--- src/rtl/instructions.sv ---
// -----------------------------------------------------------------------------
// instructions
//   Single-cycle execute/writeback stage for a MIPS-32 subset (add, sub, and,
//   or, slt, lw, sw, beq, j) working on a three-register window $s0..$s2
//   (register numbers 16..18) and an internal 32-word data memory.
//
// Ports
//   clk     in   1   rising-edge clock
//   rst_n   in   1   asynchronous active-low reset (clears outputs and memory)
//   i       in  32   instruction word
//   s0..s2  in  32   current values of registers 16..18
//   class3  out  2   00 R-type/unknown, 01 load/store, 10 branch, 11 jump
//   cs      out  5   {reg_write, mem_read, mem_write, branch_taken, jump}
//   os0..2  out 32   registers 16..18 after execution
//   ml      out 32   lw/sw word address, branch offset, or jump target
//   aluout  out 32   ALU result
//   All outputs are registered (one-cycle latency).
// -----------------------------------------------------------------------------
module instructions (
  input  logic        clk,
  input  logic        rst_n,
  input  logic [31:0] i,
  input  logic [31:0] s0,
  input  logic [31:0] s1,
  input  logic [31:0] s2,
  output logic [1:0]  class3,
  output logic [4:0]  cs,
  output logic [31:0] os0,
  output logic [31:0] os1,
  output logic [31:0] os2,
  output logic [31:0] ml,
  output logic [31:0] aluout
);

  localparam logic [5:0] OP_RTYPE = 6'b000000;
  localparam logic [5:0] OP_J     = 6'b000010;
  localparam logic [5:0] OP_BEQ   = 6'b000100;
  localparam logic [5:0] OP_LW    = 6'b100011;
  localparam logic [5:0] OP_SW    = 6'b101011;

  localparam logic [5:0] FN_ADD = 6'b100000;
  localparam logic [5:0] FN_SUB = 6'b100010;
  localparam logic [5:0] FN_AND = 6'b100100;
  localparam logic [5:0] FN_OR  = 6'b100101;
  localparam logic [5:0] FN_SLT = 6'b101010;

  localparam logic [1:0] CLASS_ALU    = 2'b00;
  localparam logic [1:0] CLASS_MEM    = 2'b01;
  localparam logic [1:0] CLASS_BRANCH = 2'b10;
  localparam logic [1:0] CLASS_JUMP   = 2'b11;

  // Instruction fields
  logic [5:0]  op, funct;
  logic [4:0]  rs, rt, rd;
  logic [31:0] imm;

  assign op    = i[31:26];
  assign rs    = i[25:21];
  assign rt    = i[20:16];
  assign rd    = i[15:11];
  assign funct = i[5:0];
  assign imm   = {{16{i[15]}}, i[15:0]};

  // The shift-amount field has no meaning in this subset.
  logic unused_shamt;
  assign unused_shamt = ^i[10:6];

  logic [31:0] mem [32];

  // Register window read: numbers outside 16..18 read as zero.
  logic [31:0] rs_val, rt_val;
  always_comb begin
    // NOTE: every always_comb output gets a default first so no path infers a latch.
    rs_val = '0;
    rt_val = '0;
    case (rs)
      5'd16:   rs_val = s0;
      5'd17:   rs_val = s1;
      5'd18:   rs_val = s2;
      default: rs_val = '0;
    endcase
    case (rt)
      5'd16:   rt_val = s0;
      5'd17:   rt_val = s1;
      5'd18:   rt_val = s2;
      default: rt_val = '0;
    endcase
  end

  // Execute
  logic [1:0]  n_class;
  logic [4:0]  n_cs;
  logic [31:0] n_ml, n_alu, ea;
  logic        wr_en, mem_we;
  logic [4:0]  wr_num;
  logic [31:0] wr_data;
  logic [31:0] n_os0, n_os1, n_os2;

  assign ea = rs_val + imm;

  always_comb begin
    n_class = CLASS_ALU;
    n_cs    = 5'b00000;
    n_ml    = '0;
    n_alu   = '0;
    wr_en   = 1'b0;
    wr_num  = rd;
    wr_data = '0;
    mem_we  = 1'b0;
    case (op)
      OP_RTYPE: begin
        wr_en = 1'b1;
        case (funct)
          FN_ADD:  n_alu = rs_val + rt_val;
          FN_SUB:  n_alu = rs_val - rt_val;
          FN_AND:  n_alu = rs_val & rt_val;
          FN_OR:   n_alu = rs_val | rt_val;
          FN_SLT:  n_alu = {31'b0, $signed(rs_val) < $signed(rt_val)};
          default: wr_en = 1'b0;
        endcase
        n_cs    = wr_en ? 5'b10000 : 5'b00000;
        wr_data = n_alu;
      end
      OP_LW: begin
        n_class = CLASS_MEM;
        n_cs    = 5'b11000;
        n_alu   = ea;
        n_ml    = ea;
        wr_en   = 1'b1;
        wr_num  = rt;
        wr_data = mem[ea[4:0]];   // contents before this edge
      end
      OP_SW: begin
        n_class = CLASS_MEM;
        n_cs    = 5'b00100;
        n_alu   = ea;
        n_ml    = ea;
        mem_we  = 1'b1;
      end
      OP_BEQ: begin
        n_class = CLASS_BRANCH;
        n_alu   = rs_val - rt_val;
        n_ml    = {imm[29:0], 2'b00};
        n_cs    = (n_alu == '0) ? 5'b00010 : 5'b00000;
      end
      OP_J: begin
        n_class = CLASS_JUMP;
        n_cs    = 5'b00001;
        n_ml    = {4'b0, i[25:0], 2'b00};
      end
      default: ;  // NOP
    endcase

    // Writeback: only the window registers are real; other targets vanish.
    n_os0 = s0;
    n_os1 = s1;
    n_os2 = s2;
    if (wr_en) begin
      case (wr_num)
        5'd16:   n_os0 = wr_data;
        5'd17:   n_os1 = wr_data;
        5'd18:   n_os2 = wr_data;
        default: ;
      endcase
    end
  end

  // Data memory
  always_ff @(posedge clk or negedge rst_n) begin
    // NOTE: this memory is cleared by reset, so it is built from flops rather
    // than a RAM macro; the loop is the async clear of all 32 words.
    if (!rst_n) begin
      for (int k = 0; k < 32; k++) mem[k] <= '0;
    end else if (mem_we) begin
      mem[ea[4:0]] <= rt_val;
    end
  end

  // Output registers
  always_ff @(posedge clk or negedge rst_n) begin
    // NOTE: non-blocking assignments so every register samples pre-edge values.
    if (!rst_n) begin
      class3 <= '0;
      cs     <= '0;
      os0    <= '0;
      os1    <= '0;
      os2    <= '0;
      ml     <= '0;
      aluout <= '0;
    end else begin
      class3 <= n_class;
      cs     <= n_cs;
      os0    <= n_os0;
      os1    <= n_os1;
      os2    <= n_os2;
      ml     <= n_ml;
      aluout <= n_alu;
    end
  end

endmodule

--- config.mk ---
export PLATFORM = sky130hd
export DESIGN_NAME = instructions
export DESIGN_NICKNAME = d
export VERILOG_FILES = /design/src/rtl/instructions.sv
export SDC_FILE = /design/constraint.sdc
export NUM_CORES = 2
export LEC_CHECK = 0
export ABC_AREA = 1
export BUFFER_PORTS_ARGS = -buffer_cell sky130_fd_sc_hd__clkbuf_2
export CAP_MARGIN = 40
export CELL_PAD_IN_SITES_DETAIL_PLACEMENT = 1
export CELL_PAD_IN_SITES_GLOBAL_PLACEMENT = 1
export CORE_UTILIZATION = 49
export CTS_BUF_LIST = sky130_fd_sc_hd__clkbuf_8
export CTS_CLUSTER_DIAMETER = 200
export DETAILED_ROUTE_END_ITERATION = 12
export PLACE_DENSITY_LB_ADDON = 0.1
export SYNTH_ARGS = -nofsm -noshare
export SYNTH_HDL_FRONTEND = slang
export SYNTH_SLANG_ARGS = --single-unit
--- constraint.sdc ---
create_clock -name clk -period 1.75 [get_ports clk]
set_input_delay 0.35 -clock clk [delete_from_list [all_inputs] [get_ports clk]]
set_output_delay 0.35 -clock clk [all_outputs]
set_load 0.02 [all_outputs]
==> results of run 1 <==
Yosys cell counts, drive strengths merged, types with 70 or more instances:
library cell | number | area share, %
a21oi | 156 | 1.4
dfrtp | 1191 | 53
nand3 | 186 | 1.7
buf | 70 | 0.70
inv | 367 | 2.4
o22ai | 513 | 5.7
clkbuf | 416 | 2.8
nand4 | 70 | 0.79
nor2 | 281 | 1.9
nand2 | 1592 | 11
ha | 125 | 2.8
o21ai | 1401 | 12
cell families after synthesis:
| family | Yosys count |
|---|---|
| xor+xnor | 29 |
| simple gates | 2226 |
| fa+ha+maj | 128 |
| compound gates | 2222 |
| buf+inv | 857 |
| flops | 1191 |
through the flow:
stage,instance area (µm²),instances,hold WS (ps),worst slack (ps),TNS [ps]
detailed placement,70000,9134,197,-3190,-3073140
global placement,70000,9134,197,-3150,-3000640
floorplan,57600,6653,54.4,-1630,-1647200
==> metrics.md, run 1 <==
| Metric | Value |
|---|---|
| Outcome | did not finish |
| Stopped at | 4_1_cts |
| Error msg | [ERROR DPL-0033] detailed placement checks failed during check placement. |
| Cts bufs inserted | slightly below 200 |
| I/O Buffers | between 200 and 300 |
| Largest family of logic cells by synthesized area | compound AO/OA/AOI/OAI gates |
| Complex-gate fraction of the synthesized area | between 20% and 30% |
| Rows | ~120 |
| Post-CTS Setup Inserts | roughly 220 |
| Syn Nets | ~6900 |
| Horiz. Die Dim | about 340 µm |
| Post-Syn Area | between 50000 and 60000 µm² |
| Initial core utilization | between 40% and 50% |
| Post-cts gate resize count | around 1200 |
| Synth Area in XOR/XNOR | less than 1% |
| Synth Area in Adders | 2.87% |
| Synth Area in Simple Gates | around 16% |
| Mux cell area share after synthesis | 0% |
| Number of synthesized flops with an enable pin | 0 |
| Post-cts hold buffer count | roughly 120 |
| Die H | between 300 and 400 µm |
| I/O pins | 297 |
| Mean Syn Cell Area | 8.50 µm² |
| Seq/Total Area, Yosys | 52.7% |
| YS warnings | 0 |
| Main synth FF type | dfrtp_1 |
| Gp weighted congestion | about 1.1 |
| Count of different cell masters after synthesis | 58 |
| Clock sink total | around 1200 |
| Clock root buffer | clkbuf_8 |
| Asr flop ratio synth | between 90% and 100% |
| H-tree Lvls | 4 |
| Gate Count Post-Synth | about 6700 |
| Clock Path Buffers | 3 |
| Hpwl dp | around 200 mm |
| Synth Register Bits | between 1000 and 1500 |
==> inputs of run 2 (changes only) <==
- CELL_PAD_IN_SITES_DETAIL_PLACEMENT: 1 -> default
- CELL_PAD_IN_SITES_GLOBAL_PLACEMENT: 1 -> default
- CORE_UTILIZATION: 49 -> 40
- CTS_BUF_LIST: sky130_fd_sc_hd__clkbuf_8 -> default
- CTS_CLUSTER_DIAMETER: 200 -> default
- PLACE_DENSITY_LB_ADDON: 0.1 -> 0.15
==> run 2 against run 1 <==
Against the previous run:
- synthesized cell count unchanged
- the flow now finishes, with violations (setup timing)
- area after synthesis unchanged
==> metrics.md, run 2 <==
| Metric | Value |
|---|---|
| GRT overflow | 0 |
| Maxcap violations | 0 |
| Synth Register Bits | 1191 (unchanged) |
| Outcome | complete, but fails checks |
| Area growth syn-to-layout | 45.3% |
| Die H | 378 µm (+11%) |
| Main synth FF type | dfrtp_1 |
| Setup ws final | -1560 ps |
| Worst Tran Pin Value | slightly below 700 ps |
| Setup slack, reg-to-reg | -60 ps |
| Max FO, Critical Path | 12 |
| Drt first pass iters | 6 |
| Logic pwr share | 17.5% |
| First-pass GRT wire length | 378 mm |
| Fin crit share | 189% |
| Gp weighted congestion | 1.03 (-6.0%) |
| NetSw | 19200 µW |
| Clock root buffer | clkbuf_16 |
| R2R Path End | os1[6] |
| YS warnings | 0 (unchanged) |
| Endpoints failing hold | 0 |
| Post-synth top area share | 52.7% (unchanged) |
| Asr flop ratio synth | 100% (unchanged) |
| Number of synthesized flops with an enable pin | 0 (unchanged) |
| DRC violations left | 0 |
| Share of cells above drive strength 1 | 32.7% |
| Routed Antenna Nets | 0 |
| Syn Nets | 6911 (unchanged) |
| CTS tree | done |
| Seq/Total Area, Yosys | 52.7% (unchanged) |
| RSZ-0062 raised after global routing | yes |
| Critical path's top delay family | simple AND/OR/NAND/NOR gates |
| DR vias | 58000 |
| Rows | 137 (+10%) |
| Die ar. | between 100000 and 150000 µm² |
| Largest Register | mem |
| WL met3 | between 20 and 25 mm |
| Reg2reg start | mem[198] |
| Hold/Removal Path Class | input pin to register |
| Yosys top cell by area | dfrtp_1 |
| Rel. slew slack | around 54% |
| Most common cell after layout, fill and taps aside | nand2_1 |
| Horiz. Die Dim | 378 µm (+11%) |
| Count of different cell masters after synthesis | 58 (unchanged) |
| Finished Cell Area | about 82000 µm² |
| Most frequent CP cell | nand2_2 |
| Startpoint type of the worst setup path | input pin |
| Final max-slew violation count | 0 |
| Top routing layer used | met5 |
| Clk_lat worst skew | between 800 and 900 ps |
| Most instantiated library cell after synthesis | nand2_1 |
| WL final | between 200 and 300 mm |
| Initial antenna violation count | 12 |
| Post-placement cell area | 70500 µm² (+0.65%) |
| Commonest cells in the synthesized netlist | 1584 x nand2_1, 1318 x o21ai_0, 1191 x dfrtp_1, 513 x o22ai_1, 414 x clkbuf_1 |
| Wire length on met2 | about 120 mm |
| WP depth | 27 |
| Synth area leaders | dfrtp_1 53%, o21ai_0 12%, nand2_1 11%, o22ai_1 5.7%, ha_1 2.8% |
| Crit path DAT | roughly 4000 ps |
| PwrDens | 841 nW/µm² |
| Achievable Freq | 0.302 GHz |
| Number of global-route vias before repair | between 50000 and 60000 |
| Mean Syn Cell Area | 8.50 µm² (unchanged) |
| Setup violators final | 1189 |
| Clk pwr share | between 40% and 50% |
| Clock transition at path regs | roughly 50 ps |
| Reg power frac | between 40 and 50% |
| Violated checks | setup timing |
| I/O pins | 297 (unchanged) |
| Initial core utilization | 40.4% (-9.0 points) |
| Clock sink total | 1191 (unchanged) |
| CP endpoint kind | register |
| Buffers and inverters on the worst path | 10 |
| Clock skew | between 30 and 40 ps |
| Metal-1 WL | 110 mm |
| Required time worst endpoint | 2440 ps |
| I/O Buffers | 296 (unchanged) |
| Min Tclk post-route | 3310 ps |
| GRT Overall Usage | between 30 and 40% |
| Commonest non-fill, non-tap cells in the layout | 1418 x nand2_1, 1191 x dfrtp_1, 1144 x o21ai_0 |
| Number of flip-flops in the largest register | 1024 |
| P_int | 50000 µW |
| Gate Count Post-Synth | 6653 (unchanged) |
| Largest net degree at the start of global routing | 99 |
| Clock Path Buffers | 3 (unchanged) |
| Reg2Reg Depth | 10 |
| Worst path max stage delay | approximately 380 ps |
| Post-Syn Area | 56600 µm² (unchanged) |
| Sw Share | 27.7% |
| Capture point of the worst path | cs[1] |
| Drt wl/cell | roughly 26 µm |
| Hpwl dp | 183 mm (-11%) |
| Crit path from | i[25] |
| Maximum vdd drop | 0.842 mV |
| Placeable Area | around 140000 µm² |
| DR vias/cell | approximately 5.8 |
| DRT iter0 DRCs | around 6200 |
| Total negative slack | -1463970 ps |
| H-tree Lvls | 4 (unchanged) |
| Leak | around 0.04 µW |
| CP max stage cell | a221oi_4 |
| Final Net Count | roughly 8400 |
| Cts bufs inserted | 134 (-31%) |
| WS Path Type | input pin to register |
| Final Power | ~70000 µW |
## run 2: final cells by class
type,count,area [µm²]
fillers,12300,57700
flip-flops and latches,1191,29800
multi-input cells,4608,27500
repair buffers,1785,16500
clock buffers,191,3870
well taps,1876,2350
inverters,371,1490
clock inverters,45,658
repair inverters,1,16.3
diodes,2,5.00
## run 2: worst reg2reg max path: cells and delay by family (launching register included)
family	cells	cell delay (ps)
and+or+nand+nor	6	640
AOI/OAI and AO/OA	3	570
DFF	1	390
buffers and inverters	1	160
## run 2: power by group through the flow
stage	clock (µW)	sequential, µW	combinational, µW
after floorplan	0	28500	3830
after detailed placement	0	28300	9580
final	29200	27900	12100
after global placement	0	28300	9600
after CTS	29600	27800	11100
after global routing	30600	27900	12700
## run 2: worst min path at each step
stage          depth (start not counted)    from  slack (ps)         to
2_1_floorplan                          0   rst_n          50  aluout[0]
3_3_place_gp                           1   rst_n         240   mem[993]
3_5_place_dp                           1   rst_n         240   mem[989]
4_1_cts                                5  s2[28]           5    os2[28]
5_1_grt                                4  s2[14]          20    os2[14]
6_report                               4  s2[14]          10    os2[14]
## run 2: what timing repair did
| action | in CTS | in global routing |
|---|---|---|
| hold buffers | 89 | 0 |
| cloned | 21 | 15 |
| setup buffers | 100 | 73 |
| endpoints found under the setup margin | 1201 | 1194 |
| endpoints found under the hold margin | 550 | 0 |
| resized for setup | 518 | 557 |
| pin swaps | 140 | 213 |
## run 2: through the flow
stage / utilization (%) / worst slack, ps / hold WS [ps] / cells
4_1_cts: 56.7 / -1500 / 4.61 / 9992
2_1_floorplan: - / -1630 / 54.4 / 6653
3_3_place_gp: 50.4 / -3100 / 244 / 9548
5_1_grt: 58.8 / -1670 / 16.6 / 10100
3_5_place_dp: 50.4 / -3020 / 243 / 9548
6_report: 58.8 / -1560 / 11.2 / 10100
## run 2: cell families after synthesis
kind of cell	Yosys count	synth area share [%]
buffers and inverters	857	5.93
XOR/XNOR	29	0.542
AND/OR/NAND/NOR	2226	16.1
AO/OA/AOI/OAI	2222	21.9
flip-flops	1191	52.7
adder cells (fa/ha/maj)	128	2.87
## run 2: layer usage
metal | global-route usage (%) | vias up
met5 | 0 | -
met4 | 16.7 | 6
met3 | 5.90 | 614
met2 | 55.6 | 2938
met1 | 49.5 | 28600
li1 | - | 25800
(Power assumes the default switching activity.)
